### config.mk
export PLATFORM = sky130hd
export DESIGN_NAME = tnn_feature_loader_flat
export DESIGN_NICKNAME = d
export VERILOG_FILES = /design/src/rtl/tnn_feature_loader_pkg.sv /design/src/rtl/tnn_feature_loader_if.sv /design/src/rtl/tnn_feat_quant.sv /design/src/rtl/tnn_feature_loader.sv /design/src/flat_wrapper.sv
export SDC_FILE = /design/constraint.sdc
export NUM_CORES = 1
export LEC_CHECK = 0
export ABC_AREA = 1
export BUFFER_PORTS_ARGS = -buffer_cell sky130_fd_sc_hd__buf_2
export CORE_MARGIN = 4
export CORE_UTILIZATION = 30
export DETAILED_ROUTE_END_ITERATION = 16
export MAX_ROUTING_LAYER = met4
export PLACE_DENSITY = 0.51
export SYNTH_ARGS = -nofsm -noshare
export SYNTH_HDL_FRONTEND = slang
export SYNTH_SLANG_ARGS = --single-unit
### constraint.sdc
create_clock -name clk -period 2.04 [get_ports clk]
set_clock_uncertainty 0.1 [all_clocks]
set_input_delay 0.306 -clock clk [delete_from_list [all_inputs] [get_ports clk]]
set_output_delay 0.306 -clock clk [all_outputs]
set_load 0.05 [all_outputs]
### src/rtl/tnn_feature_loader_pkg.sv
// Shared definitions for the TNN feature loaders: default geometry,
// controller state encoding and quantizer rounding/shift constants.
package tnn_feature_loader_pkg;

   localparam int unsigned TNN_NUM_FEAT = 6;
   localparam int unsigned TNN_RAW_W    = 8;
   localparam int unsigned TNN_Q_W      = 3;

   // Quantizer constants for the default geometry.
   localparam int unsigned TNN_Q_SHIFT  = TNN_RAW_W - TNN_Q_W;
   localparam int unsigned TNN_Q_HALF   = 1 << (TNN_Q_SHIFT - 1);

   typedef enum logic [0:0] {
      COLLECT  = 1'b0,
      WAIT_OUT = 1'b1
   } loader_state_e;

   // Right shift that maps a raw value onto the quantized range.
   function automatic int unsigned q_shift(input int unsigned raw_w, input int unsigned q_w);
      return raw_w - q_w;
   endfunction

   // Half an LSB of the quantized value, added before the shift (round-half-up).
   function automatic int unsigned q_half(input int unsigned raw_w, input int unsigned q_w);
      return (raw_w > q_w) ? (1 << (raw_w - q_w - 1)) : 0;
   endfunction

endpackage

### src/rtl/tnn_feature_loader_if.sv
// Handshake bundle between a feature source / vector sink and the loader.
// The master side drives raw beats and vec_ready; the slave side is the loader.
interface tnn_feature_loader_if
   import tnn_feature_loader_pkg::*;
#(
   parameter int unsigned NUM_FEAT = TNN_NUM_FEAT,
   parameter int unsigned RAW_W    = TNN_RAW_W,
   parameter int unsigned Q_W      = TNN_Q_W
) ();

   logic                      feat_valid;
   logic                      feat_ready;
   logic [RAW_W-1:0]          feat_data;
   logic                      feat_last;
   logic                      vec_valid;
   logic                      vec_ready;
   logic [NUM_FEAT*Q_W-1:0]   vec_data;
   logic                      err_frame;
   logic [15:0]               vec_cnt;

   modport master (
      output feat_valid, feat_data, feat_last, vec_ready,
      input  feat_ready, vec_valid, vec_data, err_frame, vec_cnt
   );

   modport slave (
      input  feat_valid, feat_data, feat_last, vec_ready,
      output feat_ready, vec_valid, vec_data, err_frame, vec_cnt
   );

endinterface

### src/rtl/tnn_feat_quant.sv
// Combinational feature quantizer: round-half-up, shift down to Q_W bits,
// saturate at the top code.
module tnn_feat_quant
   import tnn_feature_loader_pkg::*;
#(
   parameter int unsigned RAW_W = TNN_RAW_W,
   parameter int unsigned Q_W   = TNN_Q_W
) (
   input  logic [RAW_W-1:0] i_raw,
   output logic [Q_W-1:0]   o_q
);

   localparam int unsigned SHIFT = q_shift(RAW_W, Q_W);
   localparam int unsigned HALF  = q_half(RAW_W, Q_W);
   localparam int unsigned Q_MAX = (1 << Q_W) - 1;

   // One extra bit keeps the rounding carry out of 0xFF-style inputs.
   logic [RAW_W:0] w_sum;
   logic [RAW_W:0] w_shr;

   // Round, shift and clamp.
   always_comb begin
      w_sum = {1'b0, i_raw} + (RAW_W+1)'(HALF);
      w_shr = w_sum >> SHIFT;
      if (w_shr > (RAW_W+1)'(Q_MAX)) begin
         o_q = '1;
      end else begin
         o_q = w_shr[Q_W-1:0];
      end
   end

endmodule

### src/rtl/tnn_feature_loader.sv
// Collects NUM_FEAT raw feature beats, quantizes each into an assembly
// register and hands the packed vector to the classifier through a
// one-entry registered output stage. Bad framing drops the partial vector.
module tnn_feature_loader
   import tnn_feature_loader_pkg::*;
#(
   parameter int unsigned NUM_FEAT = TNN_NUM_FEAT,
   parameter int unsigned RAW_W    = TNN_RAW_W,
   parameter int unsigned Q_W      = TNN_Q_W
) (
   input  logic                  clk,
   input  logic                  rst,
   tnn_feature_loader_if.slave   bus
);

   localparam int unsigned      IDX_W    = (NUM_FEAT > 1) ? $clog2(NUM_FEAT) : 1;
   localparam logic [IDX_W-1:0] LAST_IDX = IDX_W'(NUM_FEAT - 1);
   localparam int unsigned      VEC_W    = NUM_FEAT * Q_W;

   loader_state_e    r_state;
   loader_state_e    w_state_nxt;
   logic [IDX_W-1:0] r_beat_idx;
   logic [IDX_W-1:0] w_idx_nxt;
   logic [VEC_W-1:0] r_asm;
   logic [VEC_W-1:0] w_asm_nxt;
   logic [VEC_W-1:0] r_vec_data;
   logic             r_vec_valid;
   logic             r_err_frame;
   logic [15:0]      r_vec_cnt;

   logic [Q_W-1:0]   w_q;
   logic             w_feat_ready;
   logic             w_beat;
   logic             w_drain;
   logic             w_at_last;
   logic             w_err;
   logic             w_final;
   logic             w_out_free;
   logic             w_load;

   tnn_feat_quant #(
      .RAW_W (RAW_W),
      .Q_W   (Q_W)
   ) u_quant (
      .i_raw (bus.feat_data),
      .o_q   (w_q)
   );

   assign w_feat_ready = (r_state == COLLECT) && !rst;
   assign w_beat       = bus.feat_valid && w_feat_ready;
   assign w_drain      = r_vec_valid && bus.vec_ready;
   assign w_at_last    = (r_beat_idx == LAST_IDX);
   assign w_err        = w_beat && (bus.feat_last != w_at_last);
   assign w_final      = w_beat && bus.feat_last && w_at_last;
   assign w_out_free   = !r_vec_valid || w_drain;

   assign bus.feat_ready = w_feat_ready;
   assign bus.vec_valid  = r_vec_valid;
   assign bus.vec_data   = r_vec_data;
   assign bus.err_frame  = r_err_frame;
   assign bus.vec_cnt    = r_vec_cnt;

   // Assembly contents including the beat landing this cycle, so the final
   // beat can go straight to the output register without an extra cycle.
   always_comb begin
      w_asm_nxt = r_asm;
      if (w_beat) begin
         w_asm_nxt[r_beat_idx*Q_W +: Q_W] = w_q;
      end
   end

   // Controller next state, beat index and output-load decision.
   always_comb begin
      w_state_nxt = r_state;
      w_idx_nxt   = r_beat_idx;
      w_load      = 1'b0;
      unique case (r_state)
         COLLECT: begin
            if (w_err) begin
               w_idx_nxt = '0;
            end else if (w_final) begin
               w_idx_nxt = '0;
               if (w_out_free) begin
                  w_load = 1'b1;
               end else begin
                  w_state_nxt = WAIT_OUT;
               end
            end else if (w_beat) begin
               w_idx_nxt = r_beat_idx + 1'b1;
            end
         end
         WAIT_OUT: begin
            if (w_drain) begin
               w_load      = 1'b1;
               w_state_nxt = COLLECT;
            end
         end
         default: begin
            w_state_nxt = COLLECT;
            w_idx_nxt   = '0;
         end
      endcase
   end

   // Controller state register.
   always_ff @(posedge clk) begin
      if (rst) begin
         r_state <= COLLECT;
      end else begin
         r_state <= w_state_nxt;
      end
   end

   // Beat index and assembly register.
   always_ff @(posedge clk) begin
      if (rst) begin
         r_beat_idx <= '0;
         r_asm      <= '0;
      end else begin
         r_beat_idx <= w_idx_nxt;
         r_asm      <= w_asm_nxt;
      end
   end

   // Output stage: a refill in the drain cycle keeps vec_valid high.
   always_ff @(posedge clk) begin
      if (rst) begin
         r_vec_data  <= '0;
         r_vec_valid <= 1'b0;
      end else if (w_load) begin
         r_vec_data  <= w_asm_nxt;
         r_vec_valid <= 1'b1;
      end else if (w_drain) begin
         r_vec_valid <= 1'b0;
      end
   end

   // Framing-error pulse and delivered-vector counter.
   always_ff @(posedge clk) begin
      if (rst) begin
         r_err_frame <= 1'b0;
         r_vec_cnt   <= '0;
      end else begin
         r_err_frame <= w_err;
         if (w_drain) begin
            r_vec_cnt <= r_vec_cnt + 16'd1;
         end
      end
   end

endmodule

### src/flat_wrapper.sv
// flat-port wrapper written by rule: the top's interface ports become plain ports
module tnn_feature_loader_flat import tnn_feature_loader_pkg::*;
#(
   parameter int unsigned NUM_FEAT = TNN_NUM_FEAT,
   parameter int unsigned RAW_W    = TNN_RAW_W,
   parameter int unsigned Q_W      = TNN_Q_W
)
  (clk, rst, bus_feat_valid, bus_feat_data, bus_feat_last, bus_vec_ready, bus_feat_ready, bus_vec_valid, bus_vec_data, bus_err_frame, bus_vec_cnt);
  tnn_feature_loader_if #(.NUM_FEAT(NUM_FEAT), .RAW_W(RAW_W), .Q_W(Q_W)) bus_i ();
  input  logic clk;
  input  logic rst;
  input wire logic [$bits(bus_i.feat_valid)-1:0] bus_feat_valid;
  input wire logic [$bits(bus_i.feat_data)-1:0] bus_feat_data;
  input wire logic [$bits(bus_i.feat_last)-1:0] bus_feat_last;
  input wire logic [$bits(bus_i.vec_ready)-1:0] bus_vec_ready;
  output wire logic [$bits(bus_i.feat_ready)-1:0] bus_feat_ready;
  output wire logic [$bits(bus_i.vec_valid)-1:0] bus_vec_valid;
  output wire logic [$bits(bus_i.vec_data)-1:0] bus_vec_data;
  output wire logic [$bits(bus_i.err_frame)-1:0] bus_err_frame;
  output wire logic [$bits(bus_i.vec_cnt)-1:0] bus_vec_cnt;
  assign bus_i.feat_valid = bus_feat_valid;
  assign bus_i.feat_data = bus_feat_data;
  assign bus_i.feat_last = bus_feat_last;
  assign bus_i.vec_ready = bus_vec_ready;
  assign bus_feat_ready = bus_i.feat_ready;
  assign bus_vec_valid = bus_i.vec_valid;
  assign bus_vec_data = bus_i.vec_data;
  assign bus_err_frame = bus_i.err_frame;
  assign bus_vec_cnt = bus_i.vec_cnt;
  tnn_feature_loader #(.NUM_FEAT(NUM_FEAT), .RAW_W(RAW_W), .Q_W(Q_W)) u_core (.clk(clk), .rst(rst), .bus(bus_i));
endmodule
======== Word-level counts from Yosys, hierarchy flattened ========
Cells that the tools add are included.
word-level totals
  bits in registers ....................... 58
  bits of input ports ..................... 13
  word-level logic and storage cells ...... 48
cells by class
  add/subtract/negate cells ............... 4
  multipliers ............................. 1
  order comparisons ....................... 1
  eq/ne operators ......................... 2
  shift operators ......................... 2
  mux-type cells .......................... 18
  bitwise operators ....................... 1
  reduce and logical (&&, ||, !) cells .... 12
operator list
  kind                       count
  $neg A5 Y34                1
  $shift A3 B34 Y18 const A  1
  $shiftx A3 B34 Y18         1
  $bwmux W18                 1
  $mux W18                   1
  $add A16 B1 Y16 const B    1
  $mux W3                    4
  $mux W1                    10
  $add A8 B5 Y9 const B      1
  $logic_and A1 B1 Y1        6
  $mul A3 B2 Y5 const B      1
  $gt A4 B3 Y1 const B       1
  $pmux W1 S2                2
  $add A3 B1 Y3 const B      1
  $eq A3 B3 Y1 const B       1
  $reduce_bool A3 Y1         1
  $logic_not A1 Y1           2
  $reduce_and A2 Y1          1
  $reduce_bool A2 Y1         1
  $logic_or A1 B1 Y1         1
  $ne A1 B1 Y1               1
  $not A1 Y1                 1

======== Logic depth before layout (Yosys ltp) ========
  depth in word-level cells ............... 9
  gate-level depth with buffers ........... 11
  depth with buffers taken out ............ 11

======== By module ========
From an unflattened synthesis, not the netlist that was laid out.
second synthesis, totals
  cell total of the unflattened synthesis .. 381
  area, all modules ....................... 2688.8 µm²
modules (own cells, without submodules)
  module              instances  cells an instance  area an instance (µm²)
  tnn_feature_loader  1          368                2622.5
  tnn_feat_quant      1          13                 66.3

======== Least setup slack after synthesis ========
Ideal clock, no wire load.
  kind .................................... register to register
  from .................................... register u_core.r_beat_idx[0]
  to ...................................... register u_core.r_vec_data[12], in the netlist u_core.bus.vec_data[12]
  setup time .............................. 0.118 ns
  arrival ................................. 1.555 ns
  required time ........................... 1.822 ns
  path slack .............................. 0.267 ns
  cell stages (with the launch flop) ...... 9
  path buffers ............................ 0
  clock period less this slack ............ 1.773 ns
  path through ............................ dfxtp_1 > inv_1 > ha_1 > xnor2_4 > nand2_2 > nor2_4 > nand2_2 > o21ai_2 > a21oi_2
between the ends
  longest elaborated chain between the ends .. 5
  elaborated cells on any way between the ends .. 13
ends and longest elaborated chain
  element                                               RTL line                                            RTL
  start: declaration                                    tnn_feature_loader.sv:22                            logic [IDX_W-1:0] r_beat_idx;
  start signal: assignment                              tnn_feature_loader.sv:120                           r_beat_idx <= w_idx_nxt;
  $mul A3 B2 Y5 / $eq A3 B3 Y1 (equally long branches)  tnn_feature_loader.sv:68, tnn_feature_loader.sv:52
  $neg A5 Y34, or another cell as far along             tnn_feature_loader.sv:68                            w_asm_nxt[r_beat_idx*Q_W +: Q_W] = w_q;
  $shiftx A3 B34 Y18, or another cell as far along      tnn_feature_loader.sv:68
  $bwmux W18 / $mux W1 (equally long branches)          tnn_feature_loader.sv:68, tnn_feature_loader.sv:79
  $mux W18 / $pmux W1 S2 (equally long branches)        tnn_feature_loader.sv:67, tnn_feature_loader.sv:77
  end signal: assignment                                tnn_feature_loader.sv:131                           r_vec_data <= w_asm_nxt;
  end: declaration                                      tnn_feature_loader.sv:26                            logic [VEC_W-1:0] r_vec_data;
Parallel ways exist; a longest one is shown, timed or not.
A chain may end at the register's enable or synchronous reset.

======== Worst setup path in the final report ========
  from .................................... register u_core.r_beat_idx[0]
  to ...................................... register u_core.r_vec_data[14], in the netlist u_core.bus.vec_data[14]
The elaborated chain is that of the path after synthesis.

==> reports/results.tsv <==
stage	metric	value	unit
outcome	status	complete, no violations	
logic_synthesis	synth top area cells	dfxtp_1 (42%), nand2_1 (12%), inv_1 (5.9%)	
sta	final max-slew violation count	0	
finish	Area Overhead vs Synth	20.5	%
floorplanning	Die X	103	um
route	Iteration-0 DRC Markers	60	
route	Via Count	2438	
clock_network	hold_buf cts	0	
critical_path	critical path arrival	1900	ps
floorplanning	Initial Util	31.1	%
logic_synthesis	number of synthesized flops with an enable pin	0	
logic_synthesis	synthesized area	2740	um2
logic_synthesis	#FFs+latches synth	58	
clock_network	CTS clk-pin slew, worst paths	70	ps
sta	final hold vios	0	
pwr	switching share of power	24.7	%
sta	period utilization	87.0	%
critical_path	critical path class	reg -> reg	
floorplanning	Core Area	8810	um2
clock_network	Clock Path Buffers	2	
sta	Slew HR	74.2	%
critical_path	crit-path leading delay family	simple AND/OR/NAND/NOR gates	
sta	RSZ-0062 raised after global routing	no	
floorplanning	Rows	34	
clock_network	PostCTS Resize Cnt	0	
global_route	initial antenna violation count	0	
pwr	Internal Power	1750	uW
logic_synthesis	synth unique cells	33	
clock_network	root buffer cell	clkbuf_8	
finish	most frequent cells in the layout	nand2_1 (91), dfxtp_1 (58), buf_2 (45)	
logic_synthesis	Synth async-reset ratio	0	%
min_path	hold path startpoint	bus_feat_last	
route	drt via density	4.51	
sta	actual slew at the worst max-slew pin	386	ps
pwr	Pleak	0.00151	uW
route	Avg WL per Cell	11.3	um
clock_network	CTS tree	yes	
critical_path	Critical Path End Type	flip-flop	
critical_path	Worst setup SP type	flip-flop	
critical_path	Max stage delay cell, worst path	dfxtp_1	
logic_synthesis	Synth Instances	373	
logic_synthesis	syn_area_per_cell	7.33	um2
critical_path	crit path cell chain	inv_1, ha_1, xnor2_4, nand2_2, nor2_4, nand2_2, o21ai_2, a21oi_2	
critical_path	required time of the critical path	2170	ps
pwr	pwr dens	706	nW/um2
sta	Max Clk Rate	564	MHz
min_path	Hold Path Stages	2	
critical_path	critical path depth	8	
finish	layout cells sized above 1	24.3	%
clock_network	Clock Latency Late Sink	340	ps
floorplanning	I/O pins	50	
logic_synthesis	Syn Nets	392	
flow_run	max_cap viols	0	
critical_path	CP dominant cell by count	nand2_2	
finish	ANT cells	0	
route	drt pass-1 iters	5	
finish	FILL cells	958	
global_route	first-pass GRT wire length	10500	um
global_route	GRT Total Usage	12.8	%
route	DR DRC count	0	
clock_network	H-tree Lvls	3	
pwr	worst ir drop on vdd	0.309	mV
clock_network	CTS buffer count	9	
clock_network	CTS sink cnt	58	
min_path	hold crit path type	in -> reg	
critical_path	max incr delay on CP	380	ps
clock_network	# Post-CTS Setup Buffers	0	
pwr	Seq pwr share	49.1	%
global_route	global route overflow	0	
critical_path	r2r setup slk	270	ps
sta	fin crit period	1770	ps
finish	fin util	37.4	%
finish	footprint of the multi-input gates	1330	um2
route	Routed Wire Length	6080	um
route	DRT antenna net count	0	
critical_path	crit-path max FO	6	
global_route	largest net degree at the start of global routing	30	
critical_path	R2R depth	8	
placed_design	port buffer count	45	
logic_synthesis	Synth warnings	0	
floorplanning	total die area	10700	um2
logic_synthesis	top cell type's share of synthesized area	42.5	%
finish	most common cell after layout, fill and taps aside	nand2_1	
finish	FF/Latch Area	1160	um2
pwr	Comb pwr share	6.2	%
logic_synthesis	register area share after synthesis	42.5	%
floorplanning	Die Ht	103	um
logic_synthesis	area leader, netlist	dfxtp_1	
placed_design	RD Place Congestion	0.810	
pwr	share of power burned in the clock network	44.7	%
critical_path	worst reg2reg path endpoint	u_core.bus.vec_data[14]	
logic_synthesis	ys flop type	dfxtp_1	
sta	Setup TNS	0	ps
pwr	Switch Pwr	575	uW
finish	nets	446	
min_path	Worst Hold End	u_core.bus.err_frame	
sta	Finish-stage setup viols	0	
global_route	vias in the first global route	2291	
critical_path	Worst R2R Start	u_core.r_beat_idx[0]	
critical_path	CP bufs+invs	1	
placed_design	hpwl dp	4490	um
-- stage by stage --
stage	instance area, um2	cells	total power (uW)	hold WS (ps)	worst slack [ps]
global placement	3100	524	1310	358	288
CTS	3300	540	2370	84.5	256
finish	3300	540	2330	98.5	266
global route	3300	540	2430	82.0	23.3
floorplan	2740	373	1270	315	267
detailed placement	3100	524	1310	361	266
-- power groups by stage --
stage	combinational [uW]	sequential, uW	clock, uW
2_1_floorplan	92.6	1170	0
3_3_place_gp	144	1170	0
3_5_place_dp	145	1170	0
4_1_cts	145	1140	1080
5_1_grt	164	1140	1130
6_report	144	1140	1040
-- metal layers --
metal	wire length (um)	share of wire, %	global-route usage (%)
met5	0	0	-
met4	24	0.39	2.99
met3	270	4.4	4.36
met2	2840	47	20.7
met1	2950	48	15.4
-- final cells by class --
type	count	share of cell area, %
Timing Repair Buffer	53	9.03
Multi-Input combinational cell	257	40.3
Inverter	48	5.46
Clock buffer	10	3.87
Sequential cell	58	35.2
Clock inverter	6	2.05
Tap cell	108	4.10
-- how the worst max path moves through the flow --
| stage | slack [ps] | startpoint | to |
|---|---|---|---|
| floorplan | 270 | u_core.r_beat_idx[0] | u_core.bus.vec_data[12] |
| global placement | 290 | u_core.r_beat_idx[0] | u_core.bus.vec_data[12] |
| detailed placement | 270 | u_core.r_beat_idx[0] | u_core.r_asm[13] |
| CTS | 260 | u_core.r_beat_idx[0] | u_core.bus.vec_data[14] |
| global route | 20 | u_core.r_beat_idx[0] | u_core.bus.vec_data[8] |
| finish | 270 | u_core.r_beat_idx[0] | u_core.bus.vec_data[14] |
-- synth_stat cells, drive strengths merged (2+ instances only) --
library cell  instances
nor3                  3
nand3                23
or2                   2
a31oi                 3
nand2                99
o21a                  2
clkinv                2
inv                  46
o21ai                34
nor2                 46
a21oi                31
ha                    6
buf                   6
nand4                 2
clkbuf                4
dfxtp                58
-- cells by family (layout without fill, tap and decap cells) --
group                      count (synthesis)  in the layout  synth area share, %
and+or+nand+nor                          177            177                 29.8
buffers and inverters                     58            117                 9.01
xor gates and xnor gates                   2              2                 1.33
AOI/OAI and AO/OA                         72             72                 14.6
DFF                                       58             58                 42.5
adders and majority gates                  6              6                 2.74
-- registers in the layout, indices dropped and copies added, names as in the netlist --
name / flops
u_core.bus.vec_cnt: 16
u_core.bus.vec_valid: 1
u_core.bus.err_frame: 1
u_core.bus.vec_data: 18
u_core.r_state: 1
u_core.r_asm: 18
u_core.r_beat_idx: 3
No activity file was read; power rests on OpenSTA's default activity.
